File: config.mk
export PLATFORM = sky130hd
export DESIGN_NAME = regfile_mp
export DESIGN_NICKNAME = d
export VERILOG_FILES = /design/src/rtl/regfile_mp.sv
export SDC_FILE = /design/constraint.sdc
export NUM_CORES = 1
export LEC_CHECK = 0
export CAP_MARGIN = 0
export CORE_MARGIN = 4
export CORE_UTILIZATION = 35
export CTS_CLUSTER_DIAMETER = 120
export DETAILED_ROUTE_END_ITERATION = 7
export GPL_TIMING_DRIVEN = 0
export SLEW_MARGIN = 20
export SYNTH_ARGS = -nofsm -noshare
export SYNTH_HDL_FRONTEND = slang
export SYNTH_SLANG_ARGS = --single-unit
File: constraint.sdc
create_clock -name clk_i -period 5.2 [get_ports clk_i]
set_input_delay 0.52 -clock clk_i [delete_from_list [all_inputs] [get_ports clk_i]]
set_output_delay 0.52 -clock clk_i [all_outputs]
set_load 0.02 [all_outputs]
File: src/rtl/regfile_mp.sv
// regfile_mp: multi-read-port register file with hardwired x0 and a word-per-cycle clear sequencer.
// Define REGFILE_BYPASS_EN to forward same-cycle write data to matching read ports.
module regfile_mp #(
  parameter int DATA_WIDTH  = 32,
  parameter int WORDS       = 32,
  parameter int SELECT_SIZE = 5,
  parameter int READ_PORTS  = 2
) (
  input  logic                              clk_i,
  input  logic                              rst_ni,
  input  logic                              clear_i,
  input  logic                              reg_we_ni,
  input  logic [SELECT_SIZE-1:0]            reg_dst_i,
  input  logic [DATA_WIDTH-1:0]             data_i,
  input  logic [READ_PORTS*SELECT_SIZE-1:0] reg_src_i,
  output logic [READ_PORTS*DATA_WIDTH-1:0]  src_o,
  output logic                              ready_o,
  output logic                              wr_drop_o
);

  typedef enum logic {
    ST_CLEAR = 1'b0,
    ST_READY = 1'b1
  } state_e;

  localparam logic [SELECT_SIZE-1:0] CNT_ONE  = SELECT_SIZE'(1);
  localparam logic [SELECT_SIZE-1:0] CNT_LAST = SELECT_SIZE'(WORDS - 1);

  state_e                 state_q, state_d;
  logic [SELECT_SIZE-1:0] cnt_q, cnt_d;
  logic                   wr_drop_q, wr_drop_d;

  logic [DATA_WIDTH-1:0]  bank_q [WORDS];
  logic                   bank_we;
  logic [SELECT_SIZE-1:0] bank_waddr;
  logic [DATA_WIDTH-1:0]  bank_wdata;
  logic                   wr_req;

  assign wr_req = ~reg_we_ni;

  // Clear always wins: a write coinciding with CLEAR or clear_i is discarded and flagged.
  always_comb begin
    state_d    = state_q;
    cnt_d      = cnt_q;
    wr_drop_d  = 1'b0;
    bank_we    = 1'b0;
    bank_waddr = cnt_q;
    bank_wdata = '0;
    case (state_q)
      ST_CLEAR: begin
        wr_drop_d = wr_req;
        if (clear_i) begin
          cnt_d = CNT_ONE;
        end else begin
          bank_we = 1'b1;
          cnt_d   = cnt_q + CNT_ONE;
          if (cnt_q == CNT_LAST) begin
            state_d = ST_READY;
          end
        end
      end
      ST_READY: begin
        if (clear_i) begin
          state_d   = ST_CLEAR;
          cnt_d     = CNT_ONE;
          wr_drop_d = wr_req;
        end else if (wr_req && (reg_dst_i != '0)) begin
          bank_we    = 1'b1;
          bank_waddr = reg_dst_i;
          bank_wdata = data_i;
        end
      end
      default: begin
        state_d = ST_CLEAR;
        cnt_d   = CNT_ONE;
      end
    endcase
  end

  always_ff @(posedge clk_i or negedge rst_ni) begin
    if (!rst_ni) begin
      state_q   <= ST_CLEAR;
      cnt_q     <= CNT_ONE;
      wr_drop_q <= 1'b0;
    end else begin
      state_q   <= state_d;
      cnt_q     <= cnt_d;
      wr_drop_q <= wr_drop_d;
    end
  end

  // The array itself carries no reset; the sequencer zeroes it after reset instead.
  always_ff @(posedge clk_i) begin
    if (bank_we) begin
      bank_q[bank_waddr] <= bank_wdata;
    end
  end

  for (genvar k = 0; k < READ_PORTS; k++) begin : g_read
    logic [SELECT_SIZE-1:0] raddr;
    logic [DATA_WIDTH-1:0]  rdata;

    assign raddr = reg_src_i[k*SELECT_SIZE +: SELECT_SIZE];

    always_comb begin
      rdata = bank_q[raddr];
      if ((state_q == ST_CLEAR) || (raddr == '0)) begin
        rdata = '0;
      end
`ifdef REGFILE_BYPASS_EN
      else if (wr_req && !clear_i && (raddr == reg_dst_i)) begin
        rdata = data_i;
      end
`endif
    end

    assign src_o[k*DATA_WIDTH +: DATA_WIDTH] = rdata;
  end

  assign ready_o   = (state_q == ST_READY);
  assign wr_drop_o = wr_drop_q;

endmodule

==> metrics.md, run 1 <==
| Metric | Value |
|---|---|
| Max Slew Vio Count | `0` |
| CORE AREA | `138000 sq um` |
| Setup bufs post-CTS | `0` |
| Launch point of the worst reg-to-reg path | `ready_o` |
| Worst-Skew Late Latency | `0.75 ns` |
| Most common cell after layout, fill and taps aside | `edfxtp_1` |
| Root Buffer Master | `clkbuf_16` |
| Row Count | `around 140` |
| Die area | `~140000 sq um` |
| Clock Tree Buf Depth | `3` |
| Mean area per synthesized cell | `16.5 sq um` |
| CP bufs+invs | `3` |
| Synth-to-Final Area Change | `17.2%` |
| Post-Route WL | `179000 um` |
| Total Routing Usage GR | `0.241` |
| Global-route wire length before repair | `245000 um` |
| Final Hold Vio Count | `0` |
| Final Skew | `0.0374 ns` |
| Routed Antenna Nets | `0` |
| Pin count of the biggest net entering global routing | `33` |
| HP Class | `in -> async` |
| Pwr Total | `about 18000 uW` |
| CTS buffer count | `103` |
| Cells on worst reg2reg path | `10` |
| Routability cong. | `0.948` |
| Synth top area share | `0.634` |
| Total grt overflow | `0` |
| Initial antenna violation count | `9` |
| Post-synthesis async set-or-reset flop share | `0.00679` |
| Ys Warns | `0` |
| Die X | `380 um` |
| IO Count | `117` |
| Reg-to-reg slack, setup | `0.84 ns` |
| WS Path Type | `reg -> out` |
| Area contributors post-synth | `edfxtp_1 63%, mux4_2 12%, mux2i_1 5.4%, mux2_2 4.5%, a22oi_1 2.1%` |
| Worst-margin pin slew | `1.20 ns` |
| Antenna diodes | `0` |
| Top delay family on crit path | `buffers and inverters` |
| Post-Syn Area | `48500 sq um` |
| Pre-antenna DRT Iters | `6` |
| Final setup margin | `0.0622 ns` |
| CP max-delay cell | `clkbuf_1` |
| Post-Syn Nets | `about 3000` |
| Unique cell type count in the Yosys netlist | `58` |
| DRC | `0` |
| CTS H-tree lvls | `3` |
| Sequential Area | `just over 30000 sq um` |
| Post-synthesis cell count | `~2900` |
| Min Tclk post-route | `~5 ns` |
| Synth Flop Type | `edfxtp_1` |
| Max Clk Rate | `195 MHz` |
| Run status | `finished, final reports clean` |
| Final period utilization | `0.988` |
| Finished Layout Cells | `5154` |
| Placed inst area | `53400 sq um` |
| Worst Setup Start Kind | `flip-flop` |
| Commonest cells after routing, fill and taps aside | `1024 x edfxtp_1, 263 x mux2i_1, 252 x mux4_2, 196 x mux2_2, 137 x a22oi_1` |
| Area of the multi-input gates | `16700 sq um` |
| Dpl hpwl | `132000 um` |
| Number of DRC markers in iteration 0 | `between 4000 and 5000` |
| Initial Util | `0.352` |
| Pleak | `roughly 0.017 uW` |
| RSZ-0062 raised after global routing | `false` |
| FILL cells | `12400` |
| Vias | `about 32000` |
| Port Buffers | `111` |
| Max Cap Viol | `0` |
| Placed insts | `4964` |
| CTS Hold Buffers Added | `0` |
| Power per cell area | `roughly 320 nW/um^2` |
| Clock-pin slew of the registers on the worst-case setup and hold paths | `0.07 ns` |
| Hold_ws | `0.0698 ns` |
| Design Area, Final | `56900 sq um` |
| VDD IR max | `250 uV` |
| CP peak stage delay | `0.71 ns` |
| Crit-path cells | `buf_2 > and3_1 > clkbuf_1 > o21ai_0 > or3_1 > nand4_1 > clkdlybuf4s50_1` |
| Die height | `380 um` |
| WP data arrival | `4.62 ns` |
| Crit Path Max Fanout | `10` |
| CP Capture Type | `output pin` |
| RR Endpoint | `bank_q[31][6]` |
| Slew headroom | `0.200` |
| CTS tree | `built` |
| Vias in the first global route | `31100` |
| Data required time of the critical path | `about 4.7 ns` |
| Post-DR vias/cell | `~6.2` |
| Leading area contributor after synthesis | `edfxtp_1` |
| Post-layout nets | `3328` |
| Flops & latches, synth | `1031` |
| EDFF count, synth | `1024` |
| # setup viols final | `0` |
| Seq/Total Area, Yosys | `0.637` |
| WL/cell | `34.8 um` |
| CTS Sinks | `1031` |
| Pre-CTS setup slack | `0.363 ns` |
| Share of layout cells above drive strength 1 | `0.279` |
-- metrics by stage --
stage | utilization | TNS [ns]
after detailed placement | 0.388 | 0
final | 0.413 | 0
after global placement | 0.377 | -2171.49
after global routing | 0.413 | 0
after CTS | 0.413 | 0
after floorplan | - | 0
-- worst register-to-register path: cells and delay by family (launching register included) --
family | cells | cell delay (ns)
buffers and inverters | 6 | 1.62
and+or+nand+nor | 3 | 1.48
DFF | 1 | 0.68
AOI/OAI and AO/OA | 1 | 0.28
-- synthesized netlist by cell type, drive strengths merged, types with 67 or more instances --
library cell,count
a211oi,67
a22oi,138
nand3,121
buf,137
o21ai,67
nand2,72
clkbuf,106
mux2i,263
mux4,252
mux2,196
edfxtp,1024
nor2b,70
-- cells by family (layout without fill, tap and decap cells) --
logic type | after synthesis | in the layout | synth area share
buffers and inverters | 246 | 669 | 0.0236
DFF | 1031 | 1031 | 0.637
xor gates and xnor gates | 3 | 3 | 0.000542
and+or+nand+nor | 460 | 460 | 0.0519
AOI/OAI and AO/OA | 484 | 484 | 0.0692
muxes | 711 | 711 | 0.217
adders and majority gates | 2 | 2 | 0.000516
-- metal layers --
| metal | track usage | share of wire |
|---|---|---|
| met1 | 0.310 | 0.37 |
| met5 | 0 | 0.00030 |
| met3 | 0.0705 | 0.12 |
| met2 | 0.383 | 0.46 |
| met4 | 0.100 | 0.045 |
-- sequential cells by signal (all words and copies together) (netlist names) --
signal	count
bank_q	1024
cnt_q	5
ready_o	1
wr_drop_o	1
-- where the power goes --
group / total [uW] / internal (uW) / leakage (uW) / switching (uW)
combinational: 1090 / 393 / 0.00689 / 696
sequential: 9110 / 9080 / 0.00807 / 32.7
clock: 7760 / 4400 / 0.00169 / 3360
total: 18000 / 13900 / 0.0166 / 4090
-- final cells by class --
class / count / share of cell area
Clock inverter: 68 / 0.0131
Inverter: 3 / 0.000198
Timing Repair Buffer: 233 / 0.0416
Multi-Input combinational cell: 1660 / 0.294
Buffer: 243 / 0.0200
Clock buffer: 122 / 0.0473
Tap cell: 1794 / 0.0395
Sequential cell: 1031 / 0.544
-- timing repair --
action	CTS	global route
pin swaps	0	0
endpoints found under the setup margin	1	1
resized for setup	1	1
endpoints found under the hold margin	0	0
-- worst max-delay path by stage --
stage                            start             to  slack (ns)  depth (start not counted)
after floorplan                ready_o  bank_q[23][0]        0.08                          5
after global placement    reg_dst_i[4]   bank_q[7][7]       -4.57                          5
after detailed placement  reg_src_i[1]      src_o[21]        0.36                          9
after CTS                      ready_o      src_o[32]        0.04                          8
after global routing           ready_o      src_o[15]        0.05                          7
final                          ready_o      src_o[30]        0.06                          7
(Power assumes the default switching activity.)
==> run 2: changes to the inputs <==
- CORE_UTILIZATION: 35 -> 30
- SETUP_SLACK_MARGIN: not set -> 0.3
==> metrics.md, run 2 (synthesis results as in run 1) <==
| Metric | Value |
|---|---|
| CP Capture Type | `output pin` |
| Clock share of power | `0.423 (-0.009)` |
| Final setup margin | `0.269 ns (+0.207 ns)` |
| Post-Route WL | `181000 um (+0.84%)` |
| Vias | `31900 (-0.082%)` |
| Vias in the first global route | `31100 (+0.0032%)` |
| Total Routing Usage GR | `0.209 (-0.0320)` |
| Clock Tree Buf Depth | `3 (unchanged)` |
| Die area | `168000 sq um (+16%)` |
| Total grt overflow | `0 (unchanged)` |
| CP max-delay cell | `nor3b_2` |
| CTS H-tree lvls | `3 (unchanged)` |
| Reg-to-reg slack, setup | `0.88 ns (+0.04 ns)` |
| Sw Pwr | `4040 uW (-1.3%)` |
| CTS Sinks | `1031 (unchanged)` |
| Slew headroom | `0.177 (-0.0227)` |
| Launch point of the worst reg-to-reg path | `ready_o` |
| Synth-to-Final Area Change | `18.0%` |
| WP data arrival | `4.41 ns (-0.21 ns)` |
| Worst-Skew Late Latency | `0.73 ns (-0.02 ns)` |
| RR Endpoint | `bank_q[7][9]` |
| Cells on worst reg2reg path | `10 (unchanged)` |
| Power per cell area | `309 nW/um^2 (-2.2%)` |
| Die height | `410 um (+7.8%)` |
| Worst Setup Start Kind | `flip-flop` |
| Row Count | `147 (+8.1%)` |
| Crit Path Max Fanout | `10 (unchanged)` |
| WS Path Type | `reg -> out` |
| Min Tclk post-route | `4.93 ns (-0.207 ns)` |
| Pwr Total | `17700 uW (-1.5%)` |
| Final Hold Vio Count | `0 (unchanged)` |
| Share of layout cells above drive strength 1 | `0.279 (about the same)` |
| Run status | `finished, final reports clean` |
| Initial Util | `0.302 (-0.0503)` |
| Max reg flops | `1024 (unchanged)` |
| Combinational power share | `0.062 (about the same)` |
| Routability cong. | `0.930 (-1.9%)` |
| CORE AREA | `161000 sq um (+17%)` |
| CP bufs+invs | `3 (unchanged)` |
| Register with the most flip-flops | `bank_q` |
| Pre-CTS setup slack | `0.299 ns (-0.0644 ns)` |
| Commonest cells after routing, fill and taps aside | `1024 x edfxtp_1, 263 x mux2i_1, 252 x mux4_2, 196 x mux2_2, 129 x buf_2` |
| Internal power | `13700 uW (-1.6%)` |
| Worst-margin pin slew | `1.23 ns (+0.0340 ns)` |
| Worst path depth | `6 (-1)` |
| CTS Hold Buffers Added | `0 (unchanged)` |
| Pre-antenna DRT Iters | `6 (unchanged)` |
| CTS buffer count | `104 (+0.97%)` |
| Data required time of the critical path | `4.68 ns (about the same)` |
| Clock-pin slew of the registers on the worst-case setup and hold paths | `0.06 ns (about the same)` |
| Most common cell after layout, fill and taps aside | `edfxtp_1` |
| Max Cap Viol | `0 (unchanged)` |
| Max Clk Rate | `203 MHz (+4.2%)` |
| Initial antenna violation count | `9 (unchanged)` |
| CP Launch Point | `ready_o` |
| CTS tree | `built` |
| Port Buffers | `111 (unchanged)` |
| Biggest regs | `bank_q: 1024 flops, cnt_q: 5 flops` |
| Sw Ratio | `0.228 (+0.000554)` |
| Routed Antenna Nets | `0 (unchanged)` |
| CP peak stage delay | `0.79 ns (+0.08 ns)` |
| VDD IR max | `235 uV (-5.8%)` |
| Pin count of the biggest net entering global routing | `33 (unchanged)` |
| # setup viols final | `0 (unchanged)` |
| Global-route wire length before repair | `246000 um (+0.63%)` |
| WL/cell | `32.8 um (-5.8%)` |
| Die X | `410 um (+7.8%)` |
| Seq pwr share | `0.515 (+0.008)` |
| Crit-path cells | `buf_2 > nor3b_2 > clkbuf_1 > nand3_1 > nand4_1 > clkdlybuf4s50_1` |
| Setup bufs post-CTS | `0 (unchanged)` |
| Top delay family on crit path | `buffers and inverters` |
| Dpl hpwl | `134000 um (+1.3%)` |
| DRC | `0 (unchanged)` |
| Max Slew Vio Count | `0 (unchanged)` |
| RSZ-0062 raised after global routing | `true` |
| HP Class | `in -> async` |
| Worst setup path end | `src_o[46]` |
| Pleak | `0.0166 uW (-0.38%)` |
| Post-layout nets | `3326 (-0.060%)` |
| Final Skew | `0.0343 ns (-0.00314 ns)` |
| Number of DRC markers in iteration 0 | `4496 (+5.6%)` |
| Final period utilization | `0.948 (-0.0398)` |
| IO Count | `117 (unchanged)` |
| Root Buffer Master | `clkbuf_16` |
| Post-DR vias/cell | `5.77 (-6.7%)` |
[run 2: final cells by class]
| type | instances | area (sq um) |
|---|---|---|
| repair buffers | 230 | 2380 |
| flip-flops and latches | 1031 | 30900 |
| fillers | 15000 | 103000 |
| well taps | 2160 | 2700 |
| clock inverters | 60 | 588 |
| plain buffers | 243 | 1140 |
| diodes | 2 | 5.00 |
| clock buffers | 130 | 2700 |
| inverters | 3 | 11.3 |
| multi-input cells | 1660 | 16800 |
[run 2: how the worst min path moves through the flow]
| stage | start | to | depth (start not counted) |
|---|---|---|---|
| after floorplan | rst_ni | cnt_q[1] | 0 |
| after global placement | cnt_q[0] | cnt_q[0] | 2 |
| after detailed placement | cnt_q[0] | cnt_q[0] | 2 |
| after CTS | rst_ni | wr_drop_o | 1 |
| after global routing | rst_ni | wr_drop_o | 1 |
| final | rst_ni | wr_drop_o | 1 |
[run 2: stage by stage]
stage	std cells	hold slack (ns)	setup TNS, ns	util	area (sq um)
after floorplan	2937	0.224	0	-	48500
after global placement	5208	0.593	-2042.76	0.326	52300
after detailed placement	5326	0.601	0	0.335	53900
after CTS	5516	0.0431	0	0.356	57200
after global routing	5518	0.0839	0	0.357	57300
final	5519	0.0699	0	0.357	57300
[run 2: layer usage]
metal,track usage,up-vias,share of wire
li1,-,12900,-
met1,0.262,16500,0.37
met2,0.332,2054,0.46
met3,0.0626,414,0.12
met4,0.0957,2,0.051
met5,0,-,0.000072
[run 2: power by group through the flow]
| stage | clock, uW | combinational, uW | sequential [uW] |
|---|---|---|---|
| 6_report | 7480 | 1100 | 9120 |
| 5_1_grt | 7850 | 1120 | 9120 |
| 4_1_cts | 7500 | 1080 | 9120 |
| 3_5_place_dp | 0 | 1080 | 9290 |
| 3_3_place_gp | 0 | 1040 | 9300 |
| 2_1_floorplan | 0 | 625 | 9280 |
[run 2: what timing repair did]
action,4_1_cts,5_1_grt
endpoints found under the setup margin,41,17
pin swaps,0,0
gates resized for setup,5,18
